[src/rtl/uart_pkg.sv]
// Shared UART definitions: FSM state encoding and oversampling constants,
// common to the receiver and the transmitter so both agree on the bit period.
package uart_pkg;

    typedef enum logic [2:0] {
        IDLE   = 3'd0,
        START  = 3'd1,
        DATA   = 3'd2,
        PARITY = 3'd3,
        STOP   = 3'd4
    } uart_state_t;

    localparam int         OVERSAMPLE  = 16;
    localparam logic [3:0] MID_SAMPLE  = 4'd7;
    localparam logic [3:0] LAST_SAMPLE = 4'd15;

endpackage

[src/rtl/uart_sample_tick.sv]
// Oversample tick divider: one-cycle tick every CLKS_PER_SAMPLE enabled clocks,
// with a synchronous clear that restarts the count phase.
module uart_sample_tick #(
    parameter int CLKS_PER_SAMPLE = 13
) (
    input  logic clk,
    input  logic reset,
    input  logic enable,
    input  logic clear,
    output logic tick
);

    localparam int CNT_W = (CLKS_PER_SAMPLE > 1) ? $clog2(CLKS_PER_SAMPLE) : 1;
    localparam logic [CNT_W-1:0] TERMINAL = CNT_W'(CLKS_PER_SAMPLE - 1);

    logic [CNT_W-1:0] count;

    // NOTE: sequential state is always assigned with <= so every flop samples
    // pre-edge values regardless of block ordering.
    always_ff @(posedge clk or negedge reset) begin
        if (!reset) begin
            count <= '0;
        end else if (clear) begin
            count <= '0;
        end else if (enable) begin
            count <= (count == TERMINAL) ? '0 : count + 1'b1;
        end
    end

    assign tick = enable && !clear && (count == TERMINAL);

endmodule

[src/rtl/uart_rx_fsm.sv]
// UART receiver: 2-flop line synchroniser, 16x oversampled start detection,
// mid-bit data/parity/stop sampling and a sticky host-side status interface.
module uart_rx_fsm
    import uart_pkg::*;
#(
    parameter int WORD_LENGTH     = 8,
    parameter int CLKS_PER_SAMPLE = 13,
    parameter int PARITY_EN       = 0,
    parameter int PARITY_ODD      = 0
) (
    input  logic                   clk,
    input  logic                   reset,
    input  logic                   serial_in,
    input  logic                   clear_ready,
    output logic [WORD_LENGTH-1:0] rx_data,
    output logic                   rx_ready,
    output logic                   parity_error,
    output logic                   framing_error,
    output logic                   overrun,
    output logic                   busy
);

    localparam int                SAMPLE_W = $clog2(OVERSAMPLE);
    localparam int                BIT_W    = $clog2(WORD_LENGTH);
    localparam logic [BIT_W-1:0]  LAST_BIT = BIT_W'(WORD_LENGTH - 1);
    localparam logic              PAR_ODD  = (PARITY_ODD != 0);

    uart_state_t          state, state_next;
    logic                 sync_meta, rx_s;
    logic [1:0]           sync_valid;
    logic                 armed;
    logic                 tick;
    logic [SAMPLE_W-1:0]  sample_cnt;
    logic [BIT_W-1:0]     bit_cnt;
    logic [WORD_LENGTH-1:0] shift_reg;
    logic                 par_bit;
    logic                 parity_fail;

    logic clr_tick, clr_sample, clr_bits, shift_en, par_en, complete;

    // Synchroniser resets high; armed only rises once the flushed line is seen
    // high, so a line held low through reset release cannot fake a start bit.
    always_ff @(posedge clk or negedge reset) begin
        if (!reset) begin
            sync_meta  <= 1'b1;
            rx_s       <= 1'b1;
            sync_valid <= 2'b00;
            armed      <= 1'b0;
        end else begin
            sync_meta  <= serial_in;
            rx_s       <= sync_meta;
            sync_valid <= {sync_valid[0], 1'b1};
            if (sync_valid[1] && rx_s) armed <= 1'b1;
        end
    end

    assign busy = (state != IDLE);

    uart_sample_tick #(
        .CLKS_PER_SAMPLE(CLKS_PER_SAMPLE)
    ) u_sample_tick (
        .clk    (clk),
        .reset  (reset),
        .enable (busy),
        .clear  (clr_tick),
        .tick   (tick)
    );

    always_ff @(posedge clk or negedge reset) begin
        if (!reset) state <= IDLE;
        else        state <= state_next;
    end

    // NOTE: every always_comb output gets a default before the case so no path
    // leaves a signal unassigned and no latch is inferred.
    always_comb begin
        state_next = state;
        clr_tick   = 1'b0;
        clr_sample = 1'b0;
        clr_bits   = 1'b0;
        shift_en   = 1'b0;
        par_en     = 1'b0;
        complete   = 1'b0;
        case (state)
            IDLE: begin
                if (armed && !rx_s) begin
                    state_next = START;
                    clr_tick   = 1'b1;
                    clr_sample = 1'b1;
                end
            end
            START: begin
                if (tick && sample_cnt == MID_SAMPLE) begin
                    if (rx_s) begin
                        state_next = IDLE;
                    end else begin
                        state_next = DATA;
                        clr_sample = 1'b1;
                        clr_bits   = 1'b1;
                    end
                end
            end
            DATA: begin
                if (tick && sample_cnt == LAST_SAMPLE) begin
                    shift_en = 1'b1;
                    if (bit_cnt == LAST_BIT)
                        state_next = (PARITY_EN != 0) ? PARITY : STOP;
                end
            end
            PARITY: begin
                if (tick && sample_cnt == LAST_SAMPLE) begin
                    par_en     = 1'b1;
                    state_next = STOP;
                end
            end
            STOP: begin
                // Leaving at mid stop bit gives half a bit of slack for the next start edge.
                if (tick && sample_cnt == LAST_SAMPLE) begin
                    complete   = 1'b1;
                    state_next = IDLE;
                end
            end
            default: state_next = IDLE;
        endcase
    end

    assign parity_fail = (PARITY_EN != 0) && ((^shift_reg ^ par_bit) != PAR_ODD);

    always_ff @(posedge clk or negedge reset) begin
        if (!reset) begin
            sample_cnt <= '0;
            bit_cnt    <= '0;
            shift_reg  <= '0;
            par_bit    <= 1'b0;
        end else begin
            if (clr_sample)  sample_cnt <= '0;
            else if (tick)   sample_cnt <= sample_cnt + 1'b1;

            if (clr_bits)      bit_cnt <= '0;
            else if (shift_en) bit_cnt <= (bit_cnt == LAST_BIT) ? '0 : bit_cnt + 1'b1;

            if (shift_en) shift_reg <= {rx_s, shift_reg[WORD_LENGTH-1:1]};
            if (par_en)   par_bit   <= rx_s;
        end
    end

    // Frame completion takes priority over a simultaneous host acknowledge.
    always_ff @(posedge clk or negedge reset) begin
        if (!reset) begin
            rx_data       <= '0;
            rx_ready      <= 1'b0;
            parity_error  <= 1'b0;
            framing_error <= 1'b0;
            overrun       <= 1'b0;
        end else if (complete) begin
            rx_data       <= shift_reg;
            framing_error <= ~rx_s;
            parity_error  <= parity_fail;
            rx_ready      <= 1'b1;
            overrun       <= rx_ready & ~clear_ready;
        end else if (clear_ready) begin
            rx_ready <= 1'b0;
            overrun  <= 1'b0;
        end
    end

endmodule

[config.mk]
export PLATFORM = sky130hd
export DESIGN_NAME = uart_rx_fsm
export DESIGN_NICKNAME = d
export VERILOG_FILES = /design/src/rtl/uart_pkg.sv /design/src/rtl/uart_sample_tick.sv /design/src/rtl/uart_rx_fsm.sv
export SDC_FILE = /design/constraint.sdc
export NUM_CORES = 1
export LEC_CHECK = 0
export CORE_MARGIN = 8
export CORE_UTILIZATION = 35
export CTS_CLUSTER_DIAMETER = 120
export DETAILED_ROUTE_END_ITERATION = 16
export DONT_BUFFER_PORTS = 1
export GPL_TIMING_DRIVEN = 0
export PLACE_DENSITY = 0.48
export SYNTH_ARGS = -nofsm -noshare
export SYNTH_HDL_FRONTEND = slang
export SYNTH_SLANG_ARGS = --single-unit
[constraint.sdc]
create_clock -name clk -period 2.45 [get_ports clk]
set_input_delay 0.49 -clock clk [delete_from_list [all_inputs] [get_ports clk]]
set_output_delay 0.49 -clock clk [all_outputs]
set_load 0.005 [all_outputs]
==> flow_summary.ini <==
[power]
switching_power_mw = 0.389
ir_worst_vdd_v = 0.000328
swShare_pct = 26.3
sequentialPowerShare_pct = 50.0
leakage_nw = 0.899
clock_power_share_pct = 35.9
p_int_mw = 1.09
fin_total_pwr_mw = 1.48
power_density_nw_per_um2 = 765
pwr-share-comb_pct = 14.1

[finish]
multi_input_area_um2 = 708
finalNetCount = 154
regArea_um2 = 953
final.fill_count = 458
n_antenna_cell = 0
fin_cells = 212
area_growth_pct = 12.6
drive_gt1_share_pct = 25.5

[drt]
first_pass_iters = 4
drc = 0
top_layer_used = met4
wl_met2_mm = 1.36
drtIter0Drc = 35
drtAntennaViolNets = 0
met3_wirelength_um = 174
wire_per_inst_um = 14.0
via_count = 1013
viasPerCell = 4.78
drt-total-wl_mm = 2.97
m1WireLength_mm = 1.39

[clock_tree]
cts_max_level = 2
cts_root_buffer = clkbuf_8
cts_sinks = 38
cts_made_buffers = 5
clk_latency_ns = 0.28
cts_setup_buffers = 0
cts_resized = 0
cts_tree = built
clockBufferDepth = 2
cts.clk_slew.worst_paths_ns = 0.07

[setup_path]
worst-setup-path-type = reg -> reg
ff2ff_setup_slack_ns = 0.27
crit_arrival_ns = 2.35
reg2reg_depth = 7
critPathMaxStageDelay_ns = 0.44
path_cells = inv_1, ha_1, nand3_4, or3_4, nor3_4, buf_6, mux2_4
r2r-end = shift_reg[4]
worstSetupStartpointType = flip-flop
cp-end-kind = flip-flop
cpMaxStageDelayCell = or3_4
required_ns = 2.62
crit_fanout = 10
reg2reg_from = u_sample_tick.count[0]

[synthesis]
synthFlopType = dfrtp_1
synth_nets = 146
netlist_top_cells_count = dfrtp_1 (36), nor2_1 (12), mux2_2 (8)
yosysTopAreaCell = dfrtp_1
yosys_warnings = 0
netlist.area_leader.share_pct = 52.5
yosysSeqAreaShare_pct = 55.5
synth_enable_flop_cells = 0
syn_avg_cell_area_um2 = 12.5
async_flop_share_pct = 100
yosysMostFrequentCell = dfrtp_1
syn_area_um2 = 1720
synth_cell_types = 39
synthTopCellsByArea = dfrtp_1 (52%), mux2_4 (6.1%), mux2_2 (5.2%)
synth-seq-cells = 38
synth_cells = 137

[floorplanning]
die_area_um2 = 7400
rows = 25
die_h_um = 86.0
core_um2 = 4720
floorplan.initialDensity_pct = 36.3
die_w_um = 86.0
io_pins = 17

[grt]
grt_pass1_wl_mm = 5.09
antenna_found_initial = 0
grt.total_usage_pct = 8.91
grt_pass1_vias = 1044
grt_max_degree = 37
overflow = 0

[placement]
dp.cells = 204
place_congestion = 0.752
dp_hpwl_mm = 2.06
portBuffers = 0

[timing]
finalClockSkew_ns = 0.00586
rsz0062_at_grt = false
finalSetupViolCount = 0
relSlewSlack_pct = 59.4
fmax_mhz = 459
period_minus_slack_ns = 2.18
worst_pin_slew_ns = 0.606
slew_viol_final = 0
hold_viol = 0
tns_ns = 0
fin_crit_sh_pct = 89.0

[flow_run]
drv_cap = 0

[worst_hold_path]
hold_path.class = in -> async

[status]
outcome = finished clean
==> cell usage in the layout (no fill, tap or decap), types with 2 or more instances in the layout <==
master and instances:
dfstp_2 2, mux2_1 2, nor3_2 2, inv_1 5
mux2_2 8, o21ai_0 7, a22o_1 3, a211oi_1 2
nor2_1 12, nand2_1 7, conb_1 2, mux2_4 7
o21ai_1 2, nand3_1 2, a21oi_1 4, clkbuf_8 6
a21o_1 3, xnor2_1 3, dfrtp_1 36, ha_1 5
nand4_1 2, buf_4 2, buf_2 2
==> layout make-up <==
| class | instances | area share (%) |
|---|---|---|
| plain buffers | 5 | 1.88 |
| clock buffers | 6 | 4.27 |
| clock inverters | 1 | 1.55 |
| inverters | 5 | 0.971 |
| multi-input cells | 89 | 36.6 |
| flip-flops and latches | 38 | 49.3 |
| well taps | 67 | 4.34 |
| repair buffers | 1 | 1.04 |
==> worst max-delay path, delay by kind of cell (launching register included) <==
kind | cells | cell delay (ns)
and+or+nand+nor | 3 | 0.78
adders and majority gates | 1 | 0.27
buffers and inverters | 2 | 0.29
muxes | 1 | 0.31
DFF | 1 | 0.42
==> power groups by stage <==
stage                     combinational, mW  sequential, mW  clock, mW
after global placement                0.185           0.746          0
final                                 0.209           0.739      0.530
after CTS                             0.213           0.739      0.552
after floorplan                       0.163           0.737          0
after global routing                  0.241           0.748      0.576
after detailed placement              0.197           0.750          0
==> metal layers <==
| metal | vias up | track usage (%) |
|---|---|---|
| li1 | 491 | - |
| met1 | 498 | 10.7 |
| met2 | 19 | 13.3 |
| met3 | 5 | 3.92 |
| met4 | 0 | 4.14 |
| met5 | - | 0 |
==> worst max-delay path by stage <==
stage,from,end,depth (start not counted)
after global routing,u_sample_tick.count[0],shift_reg[6],7
after global placement,u_sample_tick.count[0],shift_reg[5],7
after CTS,u_sample_tick.count[0],shift_reg[4],7
final,u_sample_tick.count[0],shift_reg[4],7
after detailed placement,u_sample_tick.count[0],shift_reg[6],7
after floorplan,u_sample_tick.count[0],shift_reg[0],7
==> cells by family after synthesis <==
| logic type | share of synthesized area, % |
|---|---|
| adders and majority gates | 3.64 |
| xor gates and xnor gates | 2.04 |
| muxes | 13.3 |
| and+or+nand+nor | 13.0 |
| buffers and inverters | 3.21 |
| other | 0.437 |
| AOI/OAI and AO/OA | 8.82 |
| DFF | 55.5 |
==> what timing repair did <==
| action | CTS | global route |
|---|---|---|
| endpoints found under the hold margin | 36 | 0 |
| hold buffers | 1 | 0 |
| endpoints found under the setup margin | 0 | 0 |
==> per-stage QoR <==
step	utilization [%]	cell area [um2]	hold slack, ns	setup slack, ns
4_1_cts	40.9	1930	0.0330	0.276
3_5_place_dp	38.1	1800	0.196	0.286
2_1_floorplan	-	1720	0.194	0.467
3_3_place_gp	38.1	1800	0.196	0.315
5_1_grt	40.9	1930	0.0271	0.164
6_report	40.9	1930	0.0272	0.270
No activity file was read; power rests on OpenSTA's default activity.
